--- src/rtl/lsu_core.sv ---
// lsu_core: load/store unit sitting in front of the data memory.
// Takes one request at a time, turns it into an aligned 64-bit access with
// a byte-lane mask and lane-shifted store data, waits LATENCY cycles, then
// returns extended load data (or a misalignment flag) on the response channel.
//
// Ports:
//   clk, rst_n            clock, asynchronous active-low reset
//   req_valid/req_ready   request handshake (ready only in IDLE)
//   req_addr, req_wdata   byte address, right-aligned store data
//   req_wen               1 = store, 0 = load
//   req_size              0 byte, 1 half, 2 word, 3 dword
//   req_unsigned          zero-extend loads when 1
//   resp_valid/resp_ready response handshake
//   resp_rdata            extended load data (0 for stores/misaligned)
//   resp_misalign         request was misaligned, memory untouched
//   mem_raddr, mem_waddr  aligned address to memory
//   mem_wdata, mem_wmask  lane-shifted store data and byte mask
//   mem_wen               one-cycle write strobe
//   mem_rdata             combinational read data from memory
module lsu_core #(
  parameter int unsigned LATENCY    = 1,
  parameter logic [63:0] RESET_ADDR = 64'h0000_0000_8000_0000
) (
  input  logic        clk,
  input  logic        rst_n,
  input  logic        req_valid,
  output logic        req_ready,
  input  logic [63:0] req_addr,
  input  logic [63:0] req_wdata,
  input  logic        req_wen,
  input  logic [1:0]  req_size,
  input  logic        req_unsigned,
  output logic        resp_valid,
  input  logic        resp_ready,
  output logic [63:0] resp_rdata,
  output logic        resp_misalign,
  output logic [63:0] mem_raddr,
  output logic [63:0] mem_waddr,
  output logic [63:0] mem_wdata,
  output logic [7:0]  mem_wmask,
  output logic        mem_wen,
  input  logic [63:0] mem_rdata
);

  typedef enum logic [1:0] {
    IDLE = 2'd0,
    BUSY = 2'd1,
    RESP = 2'd2
  } state_t;

  localparam logic [3:0] CNT_INIT = 4'(LATENCY - 1);

  state_t      state, state_nxt;
  logic [3:0]  cnt;
  logic [63:0] addr_q;
  logic [63:0] wdata_q;
  logic [2:0]  off_q;
  logic [1:0]  size_q;
  logic        wen_q;
  logic        uns_q;

  logic        accept;
  logic        last_cycle;
  logic        misalign_in;
  logic [7:0]  lane_mask;
  logic [63:0] rd_shift;
  logic [63:0] load_val;

  assign accept     = req_valid && (state == IDLE);
  assign last_cycle = (state == BUSY) && (cnt == 4'd0);

  assign req_ready  = (state == IDLE);
  assign resp_valid = (state == RESP);
  assign mem_raddr  = addr_q;
  assign mem_waddr  = addr_q;
  assign mem_wen    = last_cycle && wen_q;
  assign mem_wmask  = mem_wen ? lane_mask : 8'h00;
  // Bits shifted past lane 7 are intentionally dropped.
  assign mem_wdata  = wdata_q << {off_q, 3'b000};

  // Misaligned when the address is not a multiple of the access size.
  always_comb begin
    // NOTE: every combinational output gets a default first so no latch is inferred.
    misalign_in = 1'b0;
    case (req_size)
      2'd0: misalign_in = 1'b0;
      2'd1: misalign_in = req_addr[0];
      2'd2: misalign_in = |req_addr[1:0];
      2'd3: misalign_in = |req_addr[2:0];
      default: misalign_in = 1'b0;
    endcase
  end

  always_comb begin
    lane_mask = 8'h00;
    case (size_q)
      2'd0: lane_mask = 8'h01 << off_q;
      2'd1: lane_mask = 8'h03 << off_q;
      2'd2: lane_mask = 8'h0F << off_q;
      2'd3: lane_mask = 8'hFF;
      default: lane_mask = 8'h00;
    endcase
  end

  // Move the addressed field down to bit 0, then extend from its top bit.
  assign rd_shift = mem_rdata >> {off_q, 3'b000};

  always_comb begin
    load_val = rd_shift;
    case (size_q)
      2'd0: load_val = uns_q ? {56'd0, rd_shift[7:0]}
                             : {{56{rd_shift[7]}}, rd_shift[7:0]};
      2'd1: load_val = uns_q ? {48'd0, rd_shift[15:0]}
                             : {{48{rd_shift[15]}}, rd_shift[15:0]};
      2'd2: load_val = uns_q ? {32'd0, rd_shift[31:0]}
                             : {{32{rd_shift[31]}}, rd_shift[31:0]};
      default: load_val = rd_shift;
    endcase
  end

  always_comb begin
    state_nxt = state;
    case (state)
      IDLE: if (req_valid) state_nxt = misalign_in ? RESP : BUSY;
      BUSY: if (cnt == 4'd0) state_nxt = RESP;
      RESP: if (resp_ready) state_nxt = IDLE;
      default: state_nxt = IDLE;
    endcase
  end

  // NOTE: sequential state uses non-blocking assignments only, so every
  // register samples the pre-edge values of its inputs.
  always_ff @(posedge clk or negedge rst_n) begin
    if (!rst_n) state <= IDLE;
    else        state <= state_nxt;
  end

  // NOTE: every datapath register is reset, because the reset values are
  // visible on the memory and response ports and an aborted store must not leak.
  always_ff @(posedge clk or negedge rst_n) begin
    if (!rst_n) begin
      cnt           <= 4'd0;
      addr_q        <= RESET_ADDR;
      wdata_q       <= 64'd0;
      off_q         <= 3'd0;
      size_q        <= 2'd0;
      wen_q         <= 1'b0;
      uns_q         <= 1'b0;
      resp_rdata    <= 64'd0;
      resp_misalign <= 1'b0;
    end else begin
      if (accept) begin
        wdata_q <= req_wdata;
        off_q   <= req_addr[2:0];
        size_q  <= req_size;
        wen_q   <= req_wen;
        uns_q   <= req_unsigned;
        if (misalign_in) begin
          resp_misalign <= 1'b1;
          resp_rdata    <= 64'd0;
        end else begin
          addr_q <= {req_addr[63:3], 3'b000};
          cnt    <= CNT_INIT;
        end
      end

      if (state == BUSY && cnt != 4'd0) cnt <= cnt - 4'd1;

      if (last_cycle) resp_rdata <= wen_q ? 64'd0 : load_val;

      if (state == RESP && resp_ready) resp_misalign <= 1'b0;
    end
  end

endmodule

--- config.mk ---
export PLATFORM = sky130hd
export DESIGN_NAME = lsu_core
export DESIGN_NICKNAME = d
export VERILOG_FILES = /design/src/rtl/lsu_core.sv
export SDC_FILE = /design/constraint.sdc
export NUM_CORES = 1
export LEC_CHECK = 0
export CAP_MARGIN = 15
export CORE_AREA = 2 2 182 184
export CTS_CLUSTER_DIAMETER = 150
export DETAILED_ROUTE_END_ITERATION = 7
export DIE_AREA = 0 0 184 186
export DONT_BUFFER_PORTS = 1
export SLEW_MARGIN = 25
export SYNTH_ARGS = -nofsm -noshare
export SYNTH_HDL_FRONTEND = slang
export SYNTH_SLANG_ARGS = --single-unit
--- constraint.sdc ---
create_clock -name clk -period 6.68 [get_ports clk]
set_input_delay 1.336 -clock clk [delete_from_list [all_inputs] [get_ports clk]]
set_output_delay 1.336 -clock clk [all_outputs]
set_load 0.01 [all_outputs]
==> flow_summary.yaml <==
outcome:
  status: "complete, no violations"
sta:
  slew_headroom_pct: 40.1
  finalSetupViolCount: 0
  fmax_mhz: 214
  timing.final.crit_share_pct: 69.8
  slew_viol_final: 0
  tns_ns: 0
  report.final.hold_viol_count: 0
  clock-skew-final_ns: 0.00917
  worst_slew_pin_slew_ns: 0.896
  rsz0062_at_grt: "no"
  fin_ws_ns: 2.02
  fin_crit_ns: 4.66
flow_run:
  max_cap_viol_count: 0
final_layout:
  drive_above_1_share_pct: 28.8
  ff_latch_area_um2: 5090
  nFillCells: 3129
  fin_nets: 1212
  syn_to_final_growth_pct: 5.67
  multi_input_area_um2: 5990
min_path:
  min_path_type: "input pin to asynchronous set/reset pin"
worst_setup_path:
  r2r_slack_ns: 2.87
  crit_start: "off_q[2]"
  cpPeakStageDelay_ns: 0.82
  path_common_cell: "nor2_1"
  r2r_end: "resp_rdata[20]"
  critPathCaptureType: "output pin"
  cp_data_arrival_time_ns: 3.33
  crit_path_top_delay_cell: "dfrtp_2"
  start_kind: "register"
  required_ns: 5.34
  critPathMaxFanout: 35
  crit_chain: "buf_4 -> or2_2 -> nor2_1 -> nor2_1 -> nor2_1"
  setup.worst_path.end: "mem_wmask[0]"
  rr_worst_depth: 6
  crit_type: "register to output pin"
  reg2reg_from: "off_q[2]"
cts:
  clkLatencyLatePin_ns: 0.54
  path_clk_slew_ns: 0.06
  h-tree-depth: 1
  cts-hold-fix-buffers: 0
  cts_setup_buffers: 0
  post_cts_resized: 0
  cts_sinks: 203
  cts_root_buf: "clkbuf_16"
  clock_path_buffers: 3
  cts_tree: "done"
  cts_made_buffers: 26
global_route:
  grt_antenna_before_repair: 9
  first_global_vias: 8511
  grt_usage_pct: 23.5
  grt_pass1_wl_um: 59700
  grt_max_degree: 204
  gr-total-overflow: 0
drt:
  detail_route.first_pass.iterations: 5
  vias: 8592
  via_per_inst: 5.97
  ant_nets: 0
  routedWlPerCell_um: 29.0
  routed_wl_um: 41700
  drt_iter0_markers: 689
  drcViolationCount: 0
synthesis:
  synthArstFlopShare_pct: 100
  synth_edf_count: 0
  syn_inst: 1113
  ys_seq_area_share_pct: 42.4
  ys_ff_latch: 203
  synth_area_um2: 12000
  synth_cell_types: 55
  avgSynthCellArea_um2: 10.8
  yosys_warnings: 0
  synth_ff_type: "dfrtp_1"
floorplan:
  dieWidth_um: 184
  dieArea_um2: 34200
  die_y_um: 186
  core-area_um2: 32200
  placementRows: 66
  initial_core_util_pct: 37.2
  ios: 468
power_and_ir_drop:
  p_per_area_nw_per_um2: 614
  p_leak_uw: 0.00529
  ir_drop_v: 0.000226
placed_design:
  dp_slack_ns: 2.38
  dpl.hpwl_um: 30300
  gp_congestion: 0.908
  port_buffers: 0
## per-stage QoR
stage / power (µW) / std cells / cell area [µm²] / hold slack, ns / utilization (%)
after floorplan: 5600 / 1118 / 12000 / 0.476 / -
after global placement: 6260 / 1385 / 11700 / 0.489 / 36.4
after detailed placement: 6300 / 1385 / 11700 / 0.497 / 36.4
after CTS: 7810 / 1431 / 12600 / 0.463 / 39.2
after global routing: 8230 / 1439 / 12700 / 0.462 / 39.3
final: 7770 / 1439 / 12700 / 0.493 / 39.3
## cell usage after synthesis (all sizes together) (5+ instances only)
library cell,number,area (µm²)
mux2,163,1840
nand2,100,375
nor3,5,30.0
o31ai,9,97.6
o22ai,25,163
buf,99,699
a221o,16,160
o211ai,9,67.6
a21boi,8,60.1
and3,8,50.1
a211o,13,114
and2,15,93.8
a21oi,56,280
nor2,91,344
mux4,26,586
o221ai,8,70.1
clkbuf,56,210
dfrtp,202,5050
o21ai,74,460
ha,7,87.6
mux2i,78,781
inv,10,37.5
## cell usage in the layout, fill, tap and decap left out, types with 7 or more instances in the layout
master | Yosys | final
o211ai_1 | 9 | 9
clkbuf_16 | 0 | 27
buf_4 | 70 | 13
diode_2 | 0 | 8
a21boi_0 | 8 | 8
and2_1 | 15 | 15
nor2_1 | 90 | 90
mux4_2 | 26 | 26
ha_1 | 7 | 7
mux2_2 | 161 | 161
o21ai_2 | 24 | 24
dfrtp_1 | 202 | 199
a211o_1 | 13 | 13
o22ai_1 | 24 | 24
o21ai_0 | 50 | 50
a21oi_1 | 56 | 55
and3_1 | 8 | 8
nand2_1 | 100 | 100
inv_1 | 9 | 9
mux2i_1 | 78 | 78
o221ai_1 | 8 | 8
a221o_1 | 16 | 16
## state kept, by name (all words and copies together) (netlist names), 2 cells and up
| name | count |
|---|---|
| mem_raddr | 61 |
| resp_rdata | 64 |
| state | 2 |
| cnt | 4 |
| off_q | 3 |
| size_q | 2 |
| wdata_q | 64 |
## cell families (layout without fill, tap and decap cells)
logic type               Yosys count  count (layout)  synth area share, %
AO/OA/AOI/OAI                    228             228                 13.1
XOR/XNOR                           1               1               0.0732
multiplexers                     267             267                 26.8
AND/OR/NAND/NOR                  240             240                 8.91
adder cells (fa/ha/maj)            7               7                0.731
other                              1              14               0.0313
flip-flops                       203             203                 42.4
buffers and inverters            166              71                 7.94
## power by group
part           switching [µW]  total (µW)  internal, µW
Clock                     576        1470           893
Combinational            1910        3360          1450
Sequential               1120        2940          1830
## final cells by class
class / count / area share [%]
inverters: 11 / 0.326
well taps: 408 / 4.03
clock buffers: 33 / 5.83
multi-input cells: 749 / 47.4
flip-flops and latches: 203 / 40.2
clock inverters: 13 / 1.20
repair buffers: 14 / 0.860
diodes: 8 / 0.158
## layer usage
metal | part of all wire (%) | global-route usage [%]
met1 | 40 | 29.7
met2 | 47 | 36.8
met3 | 8.4 | 6.67
met4 | 5.0 | 12.4
met5 | 0 | 0
## worst min path at each step
stage / startpoint / cells past startpoint / slack, ns / to
global placement: wdata_q[58] / 1 / 0.49 / wdata_q[58]
detailed placement: wdata_q[58] / 1 / 0.50 / wdata_q[58]
finish: rst_n / 0 / 0.49 / mem_raddr[40]
floorplan: wdata_q[56] / 1 / 0.48 / wdata_q[56]
CTS: rst_n / 0 / 0.46 / mem_raddr[41]
global route: rst_n / 0 / 0.46 / mem_raddr[63]
## worst max-delay path, delay by kind of cell, from the launching register on
family	cells	cell delay (ns)
buffers and inverters	1	0.54
DFF	1	0.82
and+or+nand+nor	4	1.41
(Power assumes the default switching activity.)
